$ cat src/rtl/dmem_arbiter_pkg.sv
// Shared bus widths, FSM encodings and burst default for the data-memory port arbiter.
// Bus widths match the DATA_ADDR_BUS / DATA_BUS / DATA_WE_BUS definitions used by the core.
package dmem_arbiter_pkg;

    localparam int DATA_ADDR_BUS         = 32;
    localparam int DATA_BUS              = 32;
    localparam int DATA_WE_BUS           = 4;
    localparam int STREAK_W              = 4;
    localparam int DEFAULT_MAX_CPU_BURST = 4;

    typedef enum logic [1:0] {
        ST_IDLE     = 2'd0,
        ST_CPU_BUSY = 2'd1,
        ST_EXT_BUSY = 2'd2
    } arb_state_e;

endpackage

$ cat src/rtl/dmem_arbiter.sv
// Arbitrates the single data-memory port between the MEM stage and an external requester,
// running each access as a multi-cycle transaction completed by m_ready.
module dmem_arbiter
    import dmem_arbiter_pkg::*;
#(
    parameter int unsigned MAX_CPU_BURST = DEFAULT_MAX_CPU_BURST
) (
    input  logic                     cpu_clk_50M,
    input  logic                     cpu_rst_n,
    input  logic                     cpu_dce,
    input  logic [DATA_ADDR_BUS-1:0] cpu_daddr,
    input  logic [DATA_WE_BUS-1:0]   cpu_we,
    input  logic [DATA_WE_BUS-1:0]   cpu_dre,
    input  logic [DATA_BUS-1:0]      cpu_din,
    output logic                     cpu_stall,
    output logic [DATA_BUS-1:0]      cpu_dout,
    input  logic                     ext_req,
    input  logic [DATA_ADDR_BUS-1:0] ext_addr,
    input  logic [DATA_WE_BUS-1:0]   ext_we,
    input  logic [DATA_BUS-1:0]      ext_wdata,
    output logic                     ext_ack,
    output logic [DATA_BUS-1:0]      ext_rdata,
    output logic                     m_ce,
    output logic [DATA_ADDR_BUS-1:0] m_addr,
    output logic [DATA_WE_BUS-1:0]   m_we,
    output logic [DATA_WE_BUS-1:0]   m_re,
    output logic [DATA_BUS-1:0]      m_wdata,
    input  logic [DATA_BUS-1:0]      m_rdata,
    input  logic                     m_ready,
    output arb_state_e               dbg_state
);

    // Handshakes: the external requester holds ext_req and its fields stable until the
    // one-cycle ext_ack; the CPU holds cpu_dce and its fields stable while cpu_stall=1;
    // the memory completes the access held on m_* by raising m_ready while m_ce=1.

    arb_state_e          state, state_next;
    logic [STREAK_W-1:0] streak;
    logic                ext_eligible;
    logic                burst_full;
    logic                grant_cpu;
    logic                grant_ext;
    logic                done_cpu;
    logic                done_ext;

    // The ack mask stops a request whose ack is still in flight from being served twice.
    assign ext_eligible = ext_req & ~ext_ack;
    assign burst_full   = (streak == STREAK_W'(MAX_CPU_BURST));
    assign done_cpu     = (state == ST_CPU_BUSY) & m_ready;
    assign done_ext     = (state == ST_EXT_BUSY) & m_ready;
    assign cpu_stall    = cpu_dce & ~done_cpu;
    assign dbg_state    = state;

    always_ff @(posedge cpu_clk_50M or negedge cpu_rst_n) begin
        if (!cpu_rst_n) begin
            state <= ST_IDLE;
        end else begin
            state <= state_next;
        end
    end

    always_comb begin
        state_next = state;
        grant_cpu  = 1'b0;
        grant_ext  = 1'b0;
        case (state)
            ST_IDLE: begin
                if (cpu_dce && !(ext_eligible && burst_full)) begin
                    grant_cpu  = 1'b1;
                    state_next = ST_CPU_BUSY;
                end else if (ext_eligible) begin
                    grant_ext  = 1'b1;
                    state_next = ST_EXT_BUSY;
                end
            end
            ST_CPU_BUSY, ST_EXT_BUSY: begin
                if (m_ready) begin
                    state_next = ST_IDLE;
                end
            end
            default: state_next = ST_IDLE;
        endcase
    end

    // Streak only counts CPU grants that actually kept a waiting external request out.
    always_ff @(posedge cpu_clk_50M or negedge cpu_rst_n) begin
        if (!cpu_rst_n) begin
            streak <= '0;
        end else if (!ext_req || grant_ext) begin
            streak <= '0;
        end else if (grant_cpu && (streak != {STREAK_W{1'b1}})) begin
            streak <= streak + 1'b1;
        end
    end

    always_ff @(posedge cpu_clk_50M or negedge cpu_rst_n) begin
        if (!cpu_rst_n) begin
            m_ce    <= 1'b0;
            m_addr  <= '0;
            m_we    <= '0;
            m_re    <= '0;
            m_wdata <= '0;
        end else if (grant_cpu) begin
            m_ce    <= 1'b1;
            m_addr  <= cpu_daddr;
            m_we    <= cpu_we;
            m_re    <= cpu_dre;
            m_wdata <= cpu_din;
        end else if (grant_ext) begin
            m_ce    <= 1'b1;
            m_addr  <= ext_addr;
            m_we    <= ext_we;
            m_re    <= (ext_we == '0) ? {DATA_WE_BUS{1'b1}} : '0;
            m_wdata <= ext_wdata;
        end else if (done_cpu || done_ext) begin
            m_ce    <= 1'b0;
        end
    end

    always_ff @(posedge cpu_clk_50M or negedge cpu_rst_n) begin
        if (!cpu_rst_n) begin
            cpu_dout  <= '0;
            ext_ack   <= 1'b0;
            ext_rdata <= '0;
        end else begin
            ext_ack <= done_ext;
            if (done_cpu) begin
                cpu_dout <= m_rdata;
            end
            if (done_ext) begin
                ext_rdata <= m_rdata;
            end
        end
    end

endmodule

$ cat config.mk
export PLATFORM = sky130hd
export DESIGN_NAME = dmem_arbiter
export DESIGN_NICKNAME = d
export VERILOG_FILES = /design/src/rtl/dmem_arbiter_pkg.sv /design/src/rtl/dmem_arbiter.sv
export SDC_FILE = /design/constraint.sdc
export NUM_CORES = 1
export LEC_CHECK = 0
export BUFFER_PORTS_ARGS = -buffer_cell sky130_fd_sc_hd__buf_2
export CAP_MARGIN = 20
export CORE_MARGIN = 4
export CORE_UTILIZATION = 35
export DETAILED_ROUTE_END_ITERATION = 10
export PLACE_DENSITY = 0.61
export SLEW_MARGIN = 20
export SYNTH_ARGS = -nofsm -noshare
export SYNTH_HDL_FRONTEND = slang
export SYNTH_SLANG_ARGS = --single-unit
$ cat constraint.sdc
create_clock -name cpu_clk_50M -period 2.1 [get_ports cpu_clk_50M]
set_input_delay 0.315 -clock cpu_clk_50M [delete_from_list [all_inputs] [get_ports cpu_clk_50M]]
set_output_delay 0.315 -clock cpu_clk_50M [all_outputs]
set_load 0.1 [all_outputs]
==> results_dict.tcl <==
set metrics [dict create \
    status "finished, final reports clean" \
    grt_util_all_layers_pct 19.3 \
    cts_max_path_buffers 2 \
    final_area_um2 8690 \
    grt_pass1_vias 5694 \
    clkTransAtPathRegs_ns 0.06 \
    critPathBufInv 1 \
    cpMaxStageDelayCell "dfrtp_4" \
    synth_top_area_share_pct 59.5 \
    area.growth.synth_to_final_pct 43.5 \
    synth-simple-area-share_pct 10.2 \
    wl_um 19000 \
    vias_per_cell 4.86 \
    vias 5443 \
    synthArstFlopShare_pct 100 \
    synthAdderAreaFrac_pct 1.03 \
    yosysSeqAreaShare_pct 59.5 \
    grt_pass1_wl_um 30200 \
    dp_cells 1086 \
    synthDistinctLibCells 32 \
    drv_cap 0 \
    crit_family "flip-flops" \
    setup_viol 0 \
    hpwl_um 14000 \
    fmax_mhz 515 \
    h-tree-depth 4 \
    rows 47 \
    yosys-top-cells-count "144 x dfrtp_1, 137 x a21oi_1, 71 x nor2_1" \
    antenna_found_initial 1 \
    synthTopCellsByArea "dfrtp_1 60%, mux2_2 12%, a21oi_1 11%" \
    drt-initial-drc-count 216 \
    synth_nets 750 \
    ioPinCount 318 \
    startpoint_type "flip-flop" \
    dieArea_um2 19500 \
    cts_root_buf "clkbuf_16" \
    post-route-drc-count 0 \
    fin_cells 1120 \
    cts_buffers 17 \
    drv_slew 0 \
    synth_xor_area_share_pct 0.145 \
    synth.mux.area_fraction_pct 12.1 \
    cp_max_fo 3 \
    grt-ovfl-total 0 \
    path_cells "ha_1 > a21oi_4 > buf_4" \
    rsz0062_at_grt "false" \
    place_congestion 0.816 \
    synth-edff-count 0 \
    tritoncts "built" \
    hold_start "ext_addr[6]" \
    crit_arrival_ns 1.63 \
    synth_compound_area_share_pct 13.6 \
    hold_path_end "m_addr[6]" \
    criticalPathCategory "flip-flop to output pin" \
    dpl_cell_area_um2 8050 \
    core_um2 16800 \
    post-synth-top-count-cell "dfrtp_1" \
    port_buffers 317 \
    grt_max_degree 51 \
    worst_pin_slew_ns 0.564 \
    max_stage_delay_ns 0.48 \
    reg2reg_depth 6 \
    yosysWarnings 0 \
    reg2reg_setup_slack_ns 0.22 \
    synth_top_family_by_area "compound AO/OA/AOI/OAI gates" \
    synth_area_um2 6050 \
    syn_inst 568 \
    fp.dieW_um 139 \
    worstHoldPathCells 3 \
    finClkSkew_ns 0.00585 \
    synthFlopType "dfrtp_1" \
    crit_required_ns 1.78 \
    drive_gt1_share_pct 48.4 \
    finalCritPeriodShare_pct 92.4 \
    hold_path.class "input pin to flip-flop" \
    hold_viol_final 0 \
    synth.largest_area_cell "dfrtp_1" \
    r2r_end "streak[3]" \
    clk_latency_ns 0.41 \
    min_period_ns 1.94 \
    tns_ns 0 \
    fill_cells 1563 \
    fin_nets 1068 \
    die_y_um 139 \
    start_util_pct 36.1 \
    worst_setup_path_end_kind "output pin" \
    r2r-start "streak[0]" \
    cts_sinks 144 \
    avgSynthCellArea_um2 10.7 \
    timing.slew.headroom_pct 62.0 \
    drt_first_pass_iters 6 \
    wl_per_cell_um 17.0 \
    ant_nets 0 \
    ys_seq_elements 144 \
]
[layer usage]
metal	global-route usage [%]	vias to the layer above	share of wire, %
li1	-	2576	-
met1	22.7	2599	40
met2	30.6	237	47
met3	9.09	31	11
met4	7.57	0	3.0
met5	0	-	0
[logic make-up after synthesis]
logic type,Yosys count
compound gates,155
simple gates,153
flops,144
mux,65
buf+inv,45
fa+ha+maj,5
xor+xnor,1
[through the flow]
stage / utilization (%) / worst slack (ns) / hold WS, ns
2_1_floorplan: - / 0.0417 / 0.0194
4_1_cts: 51.8 / 0.125 / 0.108
5_1_grt: 51.8 / 0.0622 / 0.108
3_3_place_gp: 48.0 / 0.280 / 0.280
6_report: 51.8 / 0.159 / 0.127
3_5_place_dp: 48.0 / 0.260 / 0.279
[sequential cells by signal (all words and copies together), names as in the netlist]
| signal | flops |
|---|---|
| streak | 4 |
| m_ce | 1 |
| ext_rdata | 32 |
| dbg_state | 2 |
| ext_ack | 1 |
| m_we | 4 |
| m_wdata | 32 |
| cpu_dout | 32 |
| m_addr | 32 |
| m_re | 4 |
[worst max-delay path by stage]
stage | startpoint | to | slack, ns | cells past startpoint
floorplan | dbg_state[0] | m_re[0] | 0.04 | 7
global placement | streak[0] | streak[3] | 0.28 | 6
finish | dbg_state[0] | cpu_stall | 0.16 | 3
global route | streak[0] | streak[3] | 0.06 | 6
CTS | dbg_state[0] | cpu_stall | 0.12 | 3
detailed placement | streak[0] | streak[2] | 0.26 | 6
[layout make-up]
cell class | instances | area [um^2] | share of cell area [%]
Clock inverter | 13 | 186 | 2.15
Antenna cell | 1 | 2.50 | 0.0288
Tap cell | 220 | 275 | 3.17
Timing Repair Buffer | 335 | 1860 | 21.4
Multi-Input combinational cell | 379 | 2290 | 26.3
Clock buffer | 19 | 433 | 4.98
Sequential cell | 144 | 3610 | 41.6
Inverter | 9 | 33.8 | 0.389
[repair_timing]
item / in CTS / in global routing
buffers inserted: 0 / 0
hold endpoints to repair: 40 / 0
setup endpoints to repair: 1 / 0
gates resized for setup: 1 / 0
hold buffers: 1 / 0
[placed cells by master, fill, tap and decap left out, types with 3 or more instances in the layout]
cell type and n:
buf_4 8, clkbuf_16 17, dfrtp_1 142, o22ai_1 4, nand2_1 69, nor2_1 71
buf_2 315, ha_1 5, clkinvlp_4 4, a21oi_1 136, a221o_1 4, bufinv_16 4
buf_12 10, mux2_2 64, inv_1 9, o21ai_0 3
[tightest hold or removal path, delay by kind of cell]
family	cells	cell delay, ns
AO/OA/AOI/OAI	1	0.05
buffers and inverters	1	0.09
AND/OR/NAND/NOR	1	0.04
Power is left out: the tool's default activity adds up to more than one toggle a clock period on the data nets, which glitch-free logic cannot reach.
